### src/rtl/mmu2_translator.sv
// mmu2_translator
//   Virtual-to-physical address translator with a small fully-associative TLB
//   and a hardware page-table walker (one- or two-level tables).
//
//   Optional feature macro: MMU2_WRITE_PROTECT_EN
//     defined   -> the leaf PTE writable bit (bit1) is kept per TLB entry and a
//                  write request to a non-writable page faults (hit or walk).
//     undefined -> bit1 is ignored; writes never fault for permission.
//
// Ports
//   iCLOCK, inRESET        clock, asynchronous active-low reset
//   iFLUSH                 invalidate every TLB entry (one cycle later)
//   iREQ/iMODE/iPDT/iRW/iADDR
//                          request strobe, mode (0/3 bypass, 1 one-level,
//                          2 two-level), table base, write flag, virtual addr
//   oBUSY                  request is accepted only while this is low
//   oRESP_VALID/PADDR/FAULT one-cycle response strobe, physical addr, fault
//   oWALK_REQ/iWALK_LOCK/oWALK_ADDR/iWALK_VALID/iWALK_DATA
//                          page-table read port
module mmu2_translator #(
  parameter int TLB_DEPTH = 8,
  parameter int PAGE_BITS = 14,
  parameter int IDX2_BITS = 9
) (
  input  logic        iCLOCK,
  input  logic        inRESET,
  input  logic        iFLUSH,
  input  logic        iREQ,
  input  logic [1:0]  iMODE,
  input  logic [31:0] iPDT,
  input  logic        iRW,
  input  logic [31:0] iADDR,
  output logic        oBUSY,
  output logic        oRESP_VALID,
  output logic [31:0] oRESP_PADDR,
  output logic        oRESP_FAULT,
  output logic        oWALK_REQ,
  input  logic        iWALK_LOCK,
  output logic [31:0] oWALK_ADDR,
  input  logic        iWALK_VALID,
  input  logic [31:0] iWALK_DATA
);

  localparam int VPN_BITS  = 32 - PAGE_BITS;
  localparam int IDX1_BITS = 32 - PAGE_BITS - IDX2_BITS;
  localparam int PTR_BITS  = $clog2(TLB_DEPTH);

  typedef enum logic [2:0] {
    IDLE,
    L1_REQ,
    L1_WAIT,
    L2_REQ,
    L2_WAIT,
    RESP
  } state_t;

  state_t                state;
  logic                  busy_q;
  logic                  resp_valid;
  logic                  resp_fault;
  logic [31:0]           resp_paddr;
  logic                  walk_req;
  logic [31:0]           walk_addr;
  logic                  two_level;
  logic [31:0]           addr_q;
  logic                  flush_seen;

  logic [TLB_DEPTH-1:0]  tlb_valid;
  logic [VPN_BITS-1:0]   tlb_vpn   [TLB_DEPTH];
  logic [VPN_BITS-1:0]   tlb_frame [TLB_DEPTH];
  logic [PTR_BITS-1:0]   fill_ptr;

`ifdef MMU2_WRITE_PROTECT_EN
  logic [TLB_DEPTH-1:0]  tlb_wr;
  logic                  rw_q;
  logic                  hit_wr;
`endif

  logic                  accept;
  logic                  bypass;
  logic                  hit;
  logic [VPN_BITS-1:0]   hit_frame;
  logic                  hit_deny;
  logic                  walk_deny;
  logic                  walk_fault;
  logic                  leaf_now;
  logic [31:0]           leaf_paddr;
  logic [31:0]           l1_index;
  logic [31:0]           l1_addr;
  logic [31:0]           l2_index;
  logic [31:0]           l2_addr;
  logic                  unused_inputs;

  // A flush in the same cycle blocks acceptance because it raises oBUSY.
  assign accept = iREQ && (state == IDLE) && !iFLUSH;
  assign bypass = (iMODE == 2'd0) || (iMODE == 2'd3);

  // Table addresses are formed from the page-aligned base plus a word index.
  assign l1_index = (iMODE == 2'd2)
                    ? {{(32 - IDX1_BITS){1'b0}}, iADDR[31:PAGE_BITS+IDX2_BITS]}
                    : {{PAGE_BITS{1'b0}}, iADDR[31:PAGE_BITS]};
  assign l1_addr  = {iPDT[31:PAGE_BITS], {PAGE_BITS{1'b0}}} + (l1_index << 2);
  assign l2_index = {{(32 - IDX2_BITS){1'b0}}, addr_q[PAGE_BITS+IDX2_BITS-1:PAGE_BITS]};
  assign l2_addr  = {iWALK_DATA[31:PAGE_BITS], {PAGE_BITS{1'b0}}} + (l2_index << 2);

  // Fully-associative lookup on the incoming VPN; fills never duplicate a VPN.
  always_comb begin
    hit       = 1'b0;
    hit_frame = '0;
`ifdef MMU2_WRITE_PROTECT_EN
    hit_wr    = 1'b0;
`endif
    for (int i = 0; i < TLB_DEPTH; i++) begin
      if (tlb_valid[i] && (tlb_vpn[i] == iADDR[31:PAGE_BITS])) begin
        hit       = 1'b1;
        hit_frame = tlb_frame[i];
`ifdef MMU2_WRITE_PROTECT_EN
        hit_wr    = tlb_wr[i];
`endif
      end
    end
  end

`ifdef MMU2_WRITE_PROTECT_EN
  assign hit_deny      = iRW & ~hit_wr;
  assign walk_deny     = rw_q & ~iWALK_DATA[1];
  assign unused_inputs = ^{iPDT[PAGE_BITS-1:0], iWALK_DATA[PAGE_BITS-1:2]};
`else
  assign hit_deny      = 1'b0;
  assign walk_deny     = 1'b0;
  assign unused_inputs = ^{iPDT[PAGE_BITS-1:0], iWALK_DATA[PAGE_BITS-1:1], iRW};
`endif

  // The walk ends on an invalid L1 entry, on the L1 entry of a one-level
  // table, or on any L2 entry; the returned PTE is then the leaf.
  always_comb begin
    leaf_now = 1'b0;
    if (iWALK_VALID) begin
      if (state == L1_WAIT) begin
        leaf_now = !two_level || !iWALK_DATA[0];
      end else if (state == L2_WAIT) begin
        leaf_now = 1'b1;
      end
    end
  end

  assign walk_fault = ~iWALK_DATA[0] | walk_deny;
  assign leaf_paddr = walk_fault ? 32'd0
                                 : {iWALK_DATA[31:PAGE_BITS], addr_q[PAGE_BITS-1:0]};

  always_ff @(posedge iCLOCK or negedge inRESET) begin
    if (!inRESET) begin
      state      <= IDLE;
      busy_q     <= 1'b0;
      resp_valid <= 1'b0;
      resp_fault <= 1'b0;
      resp_paddr <= '0;
      walk_req   <= 1'b0;
      walk_addr  <= '0;
      two_level  <= 1'b0;
      addr_q     <= '0;
      flush_seen <= 1'b0;
      tlb_valid  <= '0;
      fill_ptr   <= '0;
      for (int i = 0; i < TLB_DEPTH; i++) begin
        tlb_vpn[i]   <= '0;
        tlb_frame[i] <= '0;
      end
`ifdef MMU2_WRITE_PROTECT_EN
      tlb_wr     <= '0;
      rw_q       <= 1'b0;
`endif
    end else begin
      resp_valid <= 1'b0;
      case (state)
        IDLE: begin
          if (accept) begin
            addr_q     <= iADDR;
            two_level  <= (iMODE == 2'd2);
            flush_seen <= 1'b0;
`ifdef MMU2_WRITE_PROTECT_EN
            rw_q       <= iRW;
`endif
            if (bypass) begin
              resp_valid <= 1'b1;
              resp_fault <= 1'b0;
              resp_paddr <= iADDR;
            end else if (hit) begin
              resp_valid <= 1'b1;
              resp_fault <= hit_deny;
              resp_paddr <= hit_deny ? 32'd0 : {hit_frame, iADDR[PAGE_BITS-1:0]};
            end else begin
              state     <= L1_REQ;
              busy_q    <= 1'b1;
              walk_req  <= 1'b1;
              walk_addr <= l1_addr;
            end
          end
        end
        // Request and address are held untouched while the port is locked.
        L1_REQ, L2_REQ: begin
          if (!iWALK_LOCK) begin
            state    <= (state == L1_REQ) ? L1_WAIT : L2_WAIT;
            walk_req <= 1'b0;
          end
        end
        L1_WAIT, L2_WAIT: begin
          if (leaf_now) begin
            state      <= RESP;
            resp_valid <= 1'b1;
            resp_fault <= walk_fault;
            resp_paddr <= leaf_paddr;
            if (!walk_fault && !flush_seen) begin
              tlb_valid[fill_ptr] <= 1'b1;
              tlb_vpn[fill_ptr]   <= addr_q[31:PAGE_BITS];
              tlb_frame[fill_ptr] <= iWALK_DATA[31:PAGE_BITS];
`ifdef MMU2_WRITE_PROTECT_EN
              tlb_wr[fill_ptr]    <= iWALK_DATA[1];
`endif
              fill_ptr <= (fill_ptr == PTR_BITS'(TLB_DEPTH - 1)) ? '0 : fill_ptr + 1'b1;
            end
          end else if (iWALK_VALID) begin
            state     <= L2_REQ;
            walk_req  <= 1'b1;
            walk_addr <= l2_addr;
          end
        end
        RESP: begin
          state  <= IDLE;
          busy_q <= 1'b0;
        end
        default: begin
          state <= IDLE;
        end
      endcase

      // Flush overrides any fill in the same cycle and taints a walk in flight.
      if (iFLUSH) begin
        flush_seen <= 1'b1;
        tlb_valid  <= '0;
        fill_ptr   <= '0;
      end
    end
  end

  assign oBUSY       = inRESET & (busy_q | iFLUSH);
  assign oRESP_VALID = resp_valid;
  assign oRESP_PADDR = resp_paddr;
  assign oRESP_FAULT = resp_fault;
  assign oWALK_REQ   = walk_req;
  assign oWALK_ADDR  = walk_addr;

endmodule

### config.mk
export PLATFORM = sky130hd
export DESIGN_NAME = mmu2_translator
export DESIGN_NICKNAME = d
export VERILOG_FILES = /design/src/rtl/mmu2_translator.sv
export SDC_FILE = /design/constraint.sdc
export NUM_CORES = 1
export LEC_CHECK = 0
export BUFFER_PORTS_ARGS = -buffer_cell sky130_fd_sc_hd__buf_2
export CAP_MARGIN = 20
export CORE_ASPECT_RATIO = 0.9
export CORE_MARGIN = 4
export CORE_UTILIZATION = 50
export DETAILED_ROUTE_END_ITERATION = 10
export PLACE_DENSITY = 0.81
export SLEW_MARGIN = 20
export SYNTH_ARGS = -nofsm -noshare
export SYNTH_HDL_FRONTEND = slang
export SYNTH_SLANG_ARGS = --single-unit
export TNS_END_PERCENT = 5
### constraint.sdc
create_clock -name iCLOCK -period 2.8 [get_ports iCLOCK]
set_input_delay 0.42 -clock iCLOCK [delete_from_list [all_inputs] [get_ports iCLOCK]]
set_output_delay 0.42 -clock iCLOCK [all_outputs]
set_load 0.01 [all_outputs]
==> qor.tcl <==
set qor(initial_utilization) 0.508
set qor(antenna_found_initial) 3
set qor(port-buffer-count) 142
set qor(vias_in_the_first_global_route) 16130
set qor(die_h_um) 198
set qor(crit_path_max_fanout) 18
set qor(maxCapViolCount) 0
set qor(grtUsageTotal) 0.276
set qor(cp_data_required_time_ns) 3.25
set qor(vias) 15604
set qor(clk_pin_slew_worst_setup_hold_paths_ns) 0.06
set qor(final_cells) 2524
set qor(post-route-drc-count) 0
set qor(synth_area_leader) {dfrtp_1}
set qor(placeableCoreArea_um2) 39600
set qor(yosys.area.top_type_share) 0.500
set qor(clock_tree.root_cell) {clkbuf_16}
set qor(drv_slew) 0
set qor(core.rowCount) 69
set qor(fin_skew_ns) 0.0260
set qor(sequential_cell_area_um2) 10100
set qor(initialDrtViolationCount) 1548
set qor(ys_warn_count) 0
set qor(yosysSeqAreaShare) 0.500
set qor(grt_setup_unrepaired) {false}
set qor(hold_path_class) {in -> reg}
set qor(syn_area_per_cell_um2) 11.4
set qor(outcome) {completed}
set qor(finalHoldViolCount) 0
set qor(yosysMostFrequentCell) {dfrtp_1}
set qor(cts_num_sinks) 402
set qor(power.clock.fraction) 0.306
set qor(irDropWorstVdd_uv) 510
set qor(net-switching-power_mw) 5.84
set qor(synthesis.area_um2) 20100
set qor(portion_of_total_power_attributed_to_combinational_logic) 0.250
set qor(synth.top_cells.by_count) {402 x dfrtp_1, 273 x mux2_2, 168 x nand2_1, 83 x xnor2_1, 73 x xor2_1}
set qor(syn-instance-count) 1760
set qor(setup_viol_count_final) 0
set qor(multi_input_area_um2) 9310
set qor(worstReg2RegStart) {tlb_vpn[35]}
set qor(design.final.nets) 2072
set qor(synthDistinctLibCells) 73
set qor(power.density_nw_per_um2) 742
set qor(period_minus_slack_ns) 2.69
set qor(fraction_of_layout_instances_using_a_drive_strength_above_1) 0.352
set qor(internal_power_mw) 11.7
set qor(place.gp.congestion) 0.934
set qor(p_leak_nw) 11.3
set qor(postSynth.asyncResetShare) 1.00
set qor(filler_cells_inserted) 3066
set qor(area_growth_syn_to_layout_pct) 17.4
set qor(worst_setup_path_end_kind) {register}
set qor(worst-r2r-setup-slack_ns) 0.11
set qor(yosys_most_used_dff) {dfrtp_1}
set qor(min_period_over_period) 0.959
set qor(finalWirelength_um) 60700
set qor(detail_route.wl_per_cell_um) 24.1
set qor(cts_max_level) 2
set qor(fin_ws_ns) 0.113
set qor(antenna_left) 0
set qor(detail_route.vias_per_cell) 6.18
set qor(dp_hpwl_um) 40300
set qor(achievable-frequency_mhz) 372
set qor(synth.top_cells.by_area) {dfrtp_1 50%, mux2_2 15%, xnor2_1 3.6%}
set qor(worst-setup-path-type) {reg -> reg}
set qor(hold_path.startpoint) {iADDR[0]}
set qor(critPathArrivalTime_ns) 3.13
set qor(p_seq_frac) 0.443
set qor(floorplan.die.width_um) 220
set qor(grt_start_max_net_pins) 134
set qor(synth_enable_flop_cells) 0
set qor(critPathLaunchType) {register}
set qor(worstSetupStartpoint) {tlb_vpn[35]}
set qor(synth-seq-cells) 402
set qor(clock_buffer_count_from_cts) 41
set qor(clockBufferDepth) 3
set qor(sw_share) 0.333
set qor(detailedPlace.worstSlack_ns) -0.379
set qor(boundaryPins) 173
set qor(overflow) 0
set qor(die_area_um2) 43600
set qor(tritoncts) {built}
set qor(worst-slew-pin-transition_ns) 0.791
set qor(maxSlewHeadroom) 0.472
set qor(grt_first_pass_wirelength_um) 93300
set qor(dp_cells) 2443
set qor(drt-pass1-iter-count) 5
set qor(clock_latency_ns) 0.57
==> power by group through the flow <==
| stage | logic (mW) | registers [mW] | clock network (mW) |
|---|---|---|---|
| after floorplan | 2.61 | 7.52 | 0 |
| after global placement | 4.19 | 7.77 | 0 |
| after detailed placement | 4.32 | 7.81 | 0 |
| after CTS | 4.37 | 7.73 | 5.41 |
| after global routing | 4.75 | 7.83 | 5.67 |
| final | 4.39 | 7.77 | 5.37 |
==> layout by cell type, fill, tap and decap left out, types with 19 or more instances in the layout <==
cell	netlist	routed
nand2_1	168	167
o21a_1	20	19
nor3_1	23	23
o21ai_0	58	58
nand4_1	35	35
clkbuf_16	0	41
mux2_2	273	273
nand3_1	44	43
nor2_1	44	43
buf_12	0	22
dfrtp_1	402	402
a211oi_1	35	35
a21oi_1	41	41
xnor2_1	83	82
inv_1	33	33
mux2_4	29	29
buf_2	42	141
buf_4	13	133
nand2b_1	23	23
xor2_1	73	73
==> logic make-up (layout without fill, tap and decap cells) <==
kind of cell             count (synthesis)  after routing  synth area share
AND/OR/NAND/NOR                        410            410             0.102
flip-flops                             402            402             0.500
multiplexers                           312            312             0.179
AO/OA/AOI/OAI                          291            291             0.103
buffers and inverters                  178            406            0.0416
XOR/XNOR                               156            156            0.0678
adder cells (fa/ha/maj)                 10             10           0.00659
other                                    1              5          0.000186
==> final cells by class <==
type / instances / share of cell area
inverter: 33 / 0.00524
clock inverter: 18 / 0.00667
sequential: 402 / 0.426
antenna: 3 / 0.000318
multi-input combinational: 1181 / 0.394
clock buffer: 57 / 0.0485
timing repair buffer: 298 / 0.0918
tap: 532 / 0.0282
==> through the flow <==
| step | area [um2] | utilization | power, mW | hold slack (ns) | setup TNS, ns |
|---|---|---|---|---|---|
| finish | 23600 | 0.596 | 17.5 | 0.0807 | 0 |
| CTS | 23600 | 0.596 | 17.5 | 0.0671 | 0 |
| detailed placement | 22300 | 0.562 | 12.1 | 0.352 | -13.27 |
| global placement | 22300 | 0.562 | 12.0 | 0.353 | -10.0 |
| global route | 23600 | 0.596 | 18.2 | 0.0812 | 0 |
| floorplan | 20200 | - | 10.1 | 0.124 | -0.822 |
==> path summary, 6_finish.rpt <==
kind	endpoint	depth (start not counted)
max	oRESP_PADDR[27]	9
min	addr_q[0]	3
max reg2reg	oRESP_PADDR[27]	9
min reg2reg	addr_q[7]	2
max in group asynchronous	tlb_vpn[23]	3
min in group asynchronous	tlb_frame[40]	2
==> metal layers <==
| metal | wire length [um] | GRT usage | vias to the layer above |
|---|---|---|---|
| met5 | 21 | 0 | - |
| met2 | 28800 | 0.441 | 792 |
| met3 | 5410 | 0.0638 | 198 |
| li1 | - | - | 6645 |
| met4 | 2490 | 0.114 | 4 |
| met1 | 24000 | 0.365 | 7965 |
==> flip-flops by register name, indices dropped and copies added, names as in the netlist <==
signal / flops
addr_q: 32
busy_q: 1
fill_ptr: 3
flush_seen: 1
oRESP_FAULT: 1
oRESP_PADDR: 32
oRESP_VALID: 1
oWALK_ADDR: 30
oWALK_REQ: 1
state: 3
tlb_frame: 144
tlb_valid: 8
tlb_vpn: 144
two_level: 1
==> critical path: stages (launching register included) <==
cell and delay [ns]:
dfrtp_1 0.40, xnor2_1 0.26, nand4_1 0.15, or4_4 0.59, o211ai_4 0.22, buf_12 0.21, o2bb2ai_1 0.10, a211oi_1 0.23
o21ai_1 0.18, a31o_1 0.24
==> repair_timing <==
item | 4_1_cts | 5_1_grt
setup buffers | 2 | 0
endpoints found under the hold margin | 34 | 0
gates cloned | 0 | 0
pin swaps | 1 | 0
setup endpoints to repair | 15 | 4
hold buffers | 1 | 0
resized for setup | 0 | 3
No activity file was read; power rests on OpenSTA's default activity.
